[src/rtl/data_mem_arb.sv]
// rtl/data_mem_arb.sv - two-port data memory arbiter with sub-word store merging
//
// Purpose:
//    Shares one single-ported, word-addressed data memory between a CPU
//    load/store port (p0) and a debug/loader port (p1). One memory access
//    per cycle. Byte and half stores from p0 are done as a read followed by
//    a merged word write (IDLE -> MERGE -> IDLE).
//
// Ports:
//    clk, rst                       clock, asynchronous active-high reset
//    p0_req/we/size/addr/wdata      CPU request (size 00 byte, 01 half, 1x word)
//    p0_gnt, p0_rvalid, p0_rdata    CPU grant and load return (full word)
//    p1_req/we/addr/wdata           debug request, word-only
//    p1_gnt, p1_rvalid, p1_rdata    debug grant and read return
//    mem_we, mem_a, mem_wd          memory command (byte address, word data)
//    mem_rd                         memory read data, one cycle after the read

module data_mem_arb (
   input  logic        clk,
   input  logic        rst,
   input  logic        p0_req,
   input  logic        p0_we,
   input  logic [1:0]  p0_size,
   input  logic [31:0] p0_addr,
   input  logic [31:0] p0_wdata,
   output logic        p0_gnt,
   output logic        p0_rvalid,
   output logic [31:0] p0_rdata,
   input  logic        p1_req,
   input  logic        p1_we,
   input  logic [31:0] p1_addr,
   input  logic [31:0] p1_wdata,
   output logic        p1_gnt,
   output logic        p1_rvalid,
   output logic [31:0] p1_rdata,
   output logic        mem_we,
   output logic [31:0] mem_a,
   output logic [31:0] mem_wd,
   input  logic [31:0] mem_rd
);

   typedef enum logic {
      ST_IDLE  = 1'b0,
      ST_MERGE = 1'b1
   } state_t;

   state_t      state;
   state_t      state_next;

   // prio: 0 = p0 wins a tie, 1 = p1 wins a tie
   logic        prio;
   logic        prio_next;

   logic        rv0_q;
   logic        rv1_q;
   logic        rv0_next;
   logic        rv1_next;

   // Captured sub-word store, replayed in MERGE against the returned word
   logic [31:0] lat_addr;
   logic [15:0] lat_data;
   logic        lat_half;
   logic        lat_load;

   logic [31:0] merged;

   // Replace only the addressed lane of the word read during the grant cycle.
   always_comb begin
      merged = mem_rd;
      if (lat_half) begin
         if (lat_addr[1]) merged[31:16] = lat_data;
         else             merged[15:0]  = lat_data;
      end else begin
         case (lat_addr[1:0])
            2'd0:    merged[7:0]   = lat_data[7:0];
            2'd1:    merged[15:8]  = lat_data[7:0];
            2'd2:    merged[23:16] = lat_data[7:0];
            default: merged[31:24] = lat_data[7:0];
         endcase
      end
   end

   // Next state, grants and memory command. rst gates every output so that
   // an asynchronous reset in MERGE drops the pending write immediately.
   always_comb begin
      state_next = state;
      prio_next  = prio;
      p0_gnt     = 1'b0;
      p1_gnt     = 1'b0;
      mem_we     = 1'b0;
      mem_a      = 32'h0;
      mem_wd     = 32'h0;
      rv0_next   = 1'b0;
      rv1_next   = 1'b0;
      lat_load   = 1'b0;

      if (!rst) begin
         case (state)
            ST_IDLE: begin
               if (p0_req && (!p1_req || !prio)) begin
                  p0_gnt    = 1'b1;
                  prio_next = 1'b1;
                  mem_a     = p0_addr;
                  mem_wd    = p0_wdata;
                  if (!p0_we) begin
                     rv0_next = 1'b1;
                  end else if (p0_size[1]) begin
                     mem_we = 1'b1;
                  end else begin
                     // sub-word store: this cycle is the read half of the RMW
                     lat_load   = 1'b1;
                     state_next = ST_MERGE;
                  end
               end else if (p1_req) begin
                  p1_gnt    = 1'b1;
                  prio_next = 1'b0;
                  mem_a     = p1_addr;
                  mem_wd    = p1_wdata;
                  mem_we    = p1_we;
                  rv1_next  = !p1_we;
               end
            end
            ST_MERGE: begin
               mem_we     = 1'b1;
               mem_a      = lat_addr;
               mem_wd     = merged;
               state_next = ST_IDLE;
            end
            default: state_next = ST_IDLE;
         endcase
      end
   end

   always_ff @(posedge clk or posedge rst) begin
      if (rst) begin
         state    <= ST_IDLE;
         prio     <= 1'b0;
         rv0_q    <= 1'b0;
         rv1_q    <= 1'b0;
         lat_addr <= 32'h0;
         lat_data <= 16'h0;
         lat_half <= 1'b0;
      end else begin
         state <= state_next;
         prio  <= prio_next;
         rv0_q <= rv0_next;
         rv1_q <= rv1_next;
         if (lat_load) begin
            lat_addr <= p0_addr;
            lat_data <= p0_wdata[15:0];
            lat_half <= p0_size[0];
         end
      end
   end

   assign p0_rvalid = rv0_q;
   assign p1_rvalid = rv1_q;
   assign p0_rdata  = rv0_q ? mem_rd : 32'h0;
   assign p1_rdata  = rv1_q ? mem_rd : 32'h0;

endmodule

[config.mk]
export PLATFORM = sky130hd
export DESIGN_NAME = data_mem_arb
export DESIGN_NICKNAME = d
export VERILOG_FILES = /design/src/rtl/data_mem_arb.sv
export SDC_FILE = /design/constraint.sdc
export NUM_CORES = 1
export LEC_CHECK = 0
export CAP_MARGIN = 20
export CORE_MARGIN = 2
export CORE_UTILIZATION = 34
export CTS_CLUSTER_DIAMETER = 120
export CTS_CLUSTER_SIZE = 8
export DETAILED_ROUTE_END_ITERATION = 6
export PLACE_DENSITY = 0.8
export SYNTH_ARGS = -nofsm -noshare
export SYNTH_HDL_FRONTEND = slang
export SYNTH_SLANG_ARGS = --single-unit
[constraint.sdc]
create_clock -name clk -period 2.5 [get_ports clk]
set_clock_uncertainty 0.1 [all_clocks]
set_input_delay 0.5 -clock clk [delete_from_list [all_inputs] [get_ports clk]]
set_output_delay 0.5 -clock clk [all_outputs]
set_load 0.01 [all_outputs]
==> impl_metrics.ini, run 1 <==
[grt]
grt_pass1_wl_um = 32000
grt_pass1_vias = 5577
grt_max_degree = 54
antenna_found_initial = 0
grt.total_usage = 0.279
overflow = 0

[power_and_ir_drop]
power_switching_mw = 1.49
p_seq_frac = 0.314
pwr-share-comb = 0.500
pwr-share-clk = 0.186
ir_worst_vdd_uv = 345
leakage_nw = 3.82
swShare = 0.340
power.density_nw_per_um2 = 504
p_int_mw = 2.88

[clocking]
clk_latency_ps = 280
ctsHtreeMaxLevel = 2
postCtsHoldBufs = 0
cts_max_path_buffers = 2
cts_sinks = 53
cts_tree = yes
cts_buffers = 5
clock-root-buffer = clkbuf_16
clk_pin_slew_ps = 70

[synthesis]
synth_top_area_cell = dfrtp_1
synthDistinctLibCells = 37
yosys-top-cells-area = dfrtp_1, mux2_4, and2_1
synth_cells = 500
synth_seq_cells = 53
yosysWarnings = 0
syn_area_um2 = 4650
seq_area_frac_synth = 0.285
synth_top_area_share = 0.285
synth.net_count = 668
syn_avg_cell_area_um2 = 9.31

[layout]
final_cell_mix = clkdlybuf4s50_1, and2_1, buf_4
fin_util = 0.652
final_nets = 996
regArea_um2 = 1330
multiInputGateArea_um2 = 3390
final_common_cell = clkdlybuf4s50_1
antennaDiodeCount = 0
final_area_um2 = 8670
n_fill_cell = 1122
area_growth_pct = 86.3
drive_gt1_frac = 0.322

[route]
routed_wl_um = 21300
drcViolationCount = 0
avgRoutedWirePerCell_um = 21.2
viasPerCell = 5.48
num_vias = 5504
ant_nets = 0
firstDrtPassIters = 4
drt_iter0_markers = 292

[timing]
relSlewSlack = 0.545
layout_setup_ws_ps = 3.59
fmax_ghz = 0.401
tightestPinTransition_ps = 683
period_share = 0.999
hold_viol = 0
grt_setup_unrepaired = true
setup_viol = 0
finalSetupTns_ps = 0
layout_min_cycle_time_ps = 2500
drv_slew = 0
timing.hold.ws_ps = 404

[critical_path]
worstSetupPathType = in -> out
cp_max_fo = 8
crit_end = mem_wd[8]
critPathArrivalTime_ps = 1900
cp-startpoint = p0_req
reg2reg_depth = 6
crit_required_ps = 1900
reg2reg_slack_ps = 510
cp-start-kind = input pin
end_kind = output port
timing.rr.start = state
r2r-end = lat_addr[14]

[place]
place_congestion = 0.940
dpl.hpwl_um = 15900
place_ws_ps = -666
placed_area_um2 = 8280
port_buffers = 300

[die]
io-pin-count = 301
rows = 42
die_h_um = 121
fp.dieW_um = 121
start_util = 0.350
dieArea_um2 = 14600
coreArea_um2 = 13300

[status]
status = finished, final reports clean

[worst_hold_path]
hold_path_class = in -> async

[run]
drv_cap = 0
worst max-delay path, cell delays in order:
cell	delay [ps]
clkdlybuf4s15_1	210
a21bo_4	250
and2_4	190
buf_6	160
a221oi_2	260
a21oi_2	80
clkdlybuf4s15_1	240
kinds of logic (layout without fill, tap and decap cells):
kind of cell,count (synthesis),after routing,share of synthesized area
flip-flops,53,53,0.285
buffers and inverters,63,392,0.0643
AND/OR/NAND/NOR,197,197,0.255
multiplexers,65,65,0.193
AO/OA/AOI/OAI,122,122,0.203
flip-flops by register name, summed over array words and instances (netlist names):
| signal | count |
|---|---|
| lat_addr | 32 |
| lat_data | 16 |
| lat_half | 1 |
| p0_rvalid | 1 |
| p1_rvalid | 1 |
| prio | 1 |
| state | 1 |
synth_stat cells:
cell type / instances
inv_1: 9
o21ai_0: 8
a21oi_1: 5
a32oi_1: 4
a31oi_1: 5
a211oi_1: 49
buf_2: 11
nor3_4: 1
o21bai_1: 1
and3_1: 34
nor3_1: 42
and2_0: 1
o21ai_1: 1
a21boi_1: 1
mux2i_1: 16
a21bo_4: 1
a21boi_0: 1
buf_6: 5
nand3_1: 1
mux2_4: 49
a22oi_1: 1
a221oi_1: 41
nand2b_1: 2
a311oi_1: 2
dfrtp_1: 53
nor2b_1: 33
nand3b_4: 1
buf_4: 3
a22o_1: 2
nand3b_1: 1
and2_1: 66
buf_1: 2
nor2_1: 5
nor2_8: 1
nor4_1: 2
nand2_1: 7
clkbuf_1: 33
power groups by stage:
stage	Clock (mW)	Sequential, mW	Combinational (mW)
2_1_floorplan	0	1.26	1.10
3_3_place_gp	0	1.35	2.04
3_5_place_dp	0	1.36	2.08
4_1_cts	0.827	1.35	2.14
5_1_grt	0.854	1.40	2.33
6_report	0.812	1.37	2.18
routing by layer:
metal	track usage	up-vias	wire length, um
met5	0	-	0
met4	0.0661	0	393
met3	0.0498	26	1230
met2	0.486	213	10900
met1	0.358	2729	8850
li1	-	2536	-
through the flow:
stage               power, mW  instances
detailed placement       3.44        988
global placement         3.40        988
floorplan                2.36        500
CTS                      4.32       1004
finish                   4.37       1005
global route             4.58       1005
how the worst min path moves through the flow:
stage                  from  slack (ps)  cells past startpoint      endpoint
2_1_floorplan  lat_addr[13]         380                      1  lat_addr[13]
3_3_place_gp   lat_addr[17]         390                      1  lat_addr[17]
3_5_place_dp    lat_addr[5]         390                      1   lat_addr[5]
4_1_cts        lat_addr[17]         410                      1  lat_addr[17]
5_1_grt         lat_addr[6]         430                      1   lat_addr[6]
6_report                rst         400                      3  lat_data[15]
area by class of cell:
| class | instances | area share |
|---|---|---|
| multi-input combinational | 384 | 0.391 |
| clock inverter | 2 | 0.00433 |
| tap | 176 | 0.0254 |
| clock buffer | 6 | 0.0160 |
| sequential | 53 | 0.154 |
| timing repair buffer | 375 | 0.405 |
| inverter | 9 | 0.00433 |
what timing repair did:
item                       in CTS  in global routing
gates resized for setup       216                 99
setup endpoints to repair      67                 53
pin swaps                       9                 12
gates cloned                    2                  0
setup buffers                   6                  1
hold endpoints to repair        0                  0
(Power assumes the default switching activity.)
==> run 2: changes to the inputs <==
--- a/config.mk
+++ b/config.mk
@@ -5,7 +5,6 @@
 export SDC_FILE = /design/constraint.sdc
 export NUM_CORES = 1
 export LEC_CHECK = 0
-export CAP_MARGIN = 20
 export CORE_MARGIN = 2
 export CORE_UTILIZATION = 34
 export CTS_CLUSTER_DIAMETER = 120
==> results of run 2 <==
The final DEF is identical to that of run 1; final timing and power are the same.
==> run 3: changes to the inputs <==
--- a/config.mk
+++ b/config.mk
@@ -6,11 +6,11 @@
 export NUM_CORES = 1
 export LEC_CHECK = 0
 export CORE_MARGIN = 2
-export CORE_UTILIZATION = 34
+export CORE_UTILIZATION = 30
 export CTS_CLUSTER_DIAMETER = 120
 export CTS_CLUSTER_SIZE = 8
 export DETAILED_ROUTE_END_ITERATION = 6
-export PLACE_DENSITY = 0.8
+export PLACE_DENSITY = 0.72
 export SYNTH_ARGS = -nofsm -noshare
 export SYNTH_HDL_FRONTEND = slang
 export SYNTH_SLANG_ARGS = --single-unit
==> run 3 against run 2 <==
The flow now finishes with violations (setup timing). Clock-buffer cell count up 1. First-iteration DRC count down 6.5%. Global-route usage down 3.1 points. Sequential power about the same. Critical path depth down 1. Critical path type is now reg -> out. Via count up 1.4%. Design area up 2.1%.
==> impl_metrics.ini, run 3 (synthesized netlist as in run 1, its figures left out) <==
[grt]
grtUsageMet3 = 0.0416
overflow = 0
grt_pass1_wl_um = 32200
grt.total_usage = 0.248
antenna_found_initial = 0
grt_pass1_vias = 5652
grtUsageMet1 = 0.306
grt_max_degree = 54
grt.busiest_layer = met2
grtUsageMet2 = 0.444

[layout]
drive_gt1_frac = 0.339
final_nets = 1008
reg.largest.list = lat_addr x32, lat_data x16
final_cell_mix = clkdlybuf4s50_1, buf_4, and2_1
multiInputGateArea_um2 = 3440
area_growth_pct = 90.3
n_fill_cell = 1362
regArea_um2 = 1330
final_area_um2 = 8850
largest_register = lat_addr
final_common_cell = clkdlybuf4s50_1
largest_register_ffs = 32

[timing]
setup_viol = 1
layout_min_cycle_time_ps = 2510
fmax_ghz = 0.399
layout_setup_ws_ps = -6.68
tightestPinTransition_ps = 714
grt_setup_unrepaired = true
period_share = 1.00
drv_slew = 0
hold_viol = 0
relSlewSlack = 0.524

[worst_hold_path]
hold_path_class = reg -> reg
whs_path_depth = 1

[place]
placed_area_um2 = 8290
dpl.hpwl_um = 16000
port_buffers = 300
place_congestion = 0.923
place_ws_ps = -723

[run]
drv_cap = 0

[route]
viasPerCell = 5.42
drcViolationCount = 0
ant_nets = 0
firstDrtPassIters = 5
num_vias = 5581
avgRoutedWirePerCell_um = 21.1
drt_iter0_markers = 273
routed_wl_um = 21700

[power_and_ir_drop]
leakage_nw = 3.92
finalPower_mw = 4.39
power.density_nw_per_um2 = 495
ir_worst_vdd_uv = 420

[critical_path]
critPathArrivalTime_ps = 1910
worstSetupPathType = reg -> out
cp_max_fo = 12
cp_slowest_cell = dfrtp_1
timing.rr.start = state
cp-start-kind = register
cp-startpoint = prio
crit_required_ps = 1900
crit_end = mem_wd[6]
path_cells = a21bo_4, and2_4, buf_12, a221oi_1, a211oi_2, clkdlybuf4s15_2
worstSetupPathDepth = 6
critical_path_buf_inv_count = 2
crit_family = compound AO/OA/AOI/OAI gates
cp_slowest_stage_delay_ps = 410
reg2reg_slack_ps = 520
r2r-end = lat_addr[11]
reg2reg_depth = 6
end_kind = output port

[die]
die_h_um = 129
coreArea_um2 = 15200
start_util = 0.306
io-pin-count = 301
dieArea_um2 = 16500
fp.dieW_um = 129
rows = 45

[clocking]
clock-root-buffer = clkbuf_16
clk_pin_slew_ps = 70
ctsHtreeMaxLevel = 2
postCtsHoldBufs = 0
cts_sinks = 53
clk_latency_ps = 290
cts_tree = yes
cts_buffers = 5
cts_max_path_buffers = 2

[status]
status = finished with violations
violations = setup timing
-- run 3: cell types whose count changed in the layout (fill, tap and decap cells not counted), sizes merged --
cell,previous run,this run
buf,102,139
clkbuf,37,11
clkdlybuf4s15,10,12
bufinv,1,0
clkinvlp,2,1
diode,0,1
inv,8,9
-- run 3: metrics by stage --
stage	hold WS (ps)	TNS [ps]	instances	util
6_report	416	-6.68	1030	0.582
5_1_grt	429	-345	1029	0.582
4_1_cts	415	-20.3	1022	0.573
3_5_place_dp	393	-43850	1004	0.545
3_3_place_gp	394	-39270	1004	0.545
2_1_floorplan	382	-24.1	500	-
-- run 3: metal layers --
| layer | routed length [um] | share of wire |
|---|---|---|
| met3 | 1230 | 0.056 |
| met2 | 11000 | 0.51 |
| met5 | 0 | 0 |
| met4 | 539 | 0.025 |
| met1 | 8940 | 0.41 |
-- run 3: worst min-delay path by stage --
stage,from,endpoint,slack [ps]
global placement,lat_addr[3],lat_addr[3],390
CTS,lat_addr[8],lat_addr[8],410
global route,lat_addr[27],lat_addr[27],430
floorplan,lat_addr[13],lat_addr[13],380
finish,lat_addr[8],lat_addr[8],420
detailed placement,lat_addr[4],lat_addr[4],390
-- run 3: final cells by class --
class | instances | share of cell area
repair buffers | 387 | 0.412
multi-input cells | 384 | 0.388
flip-flops and latches | 53 | 0.151
well taps | 188 | 0.0266
clock buffers | 7 | 0.0172
inverters | 9 | 0.00424
clock inverters | 1 | 0.000989
diodes | 1 | 0.000283
-- run 3: what timing repair did --
action	4_1_cts	5_1_grt
gates resized for setup	328	34
setup endpoints to repair	67	38
setup buffers	6	7
pin swaps	15	21
gates cloned	4	1
-- run 3: power breakdown --
group	internal [mW]	switching (mW)	total (mW)
clock network	0.431	0.321	0.751
logic	1.33	0.964	2.29
registers	1.11	0.234	1.34
-- run 3: worst register-to-register path: cells and delay by family, from the launching register on --
family / cells / cell delay, ps
flops: 1 / 550
buf+inv: 3 / 550
mux: 1 / 340
simple gates: 2 / 330
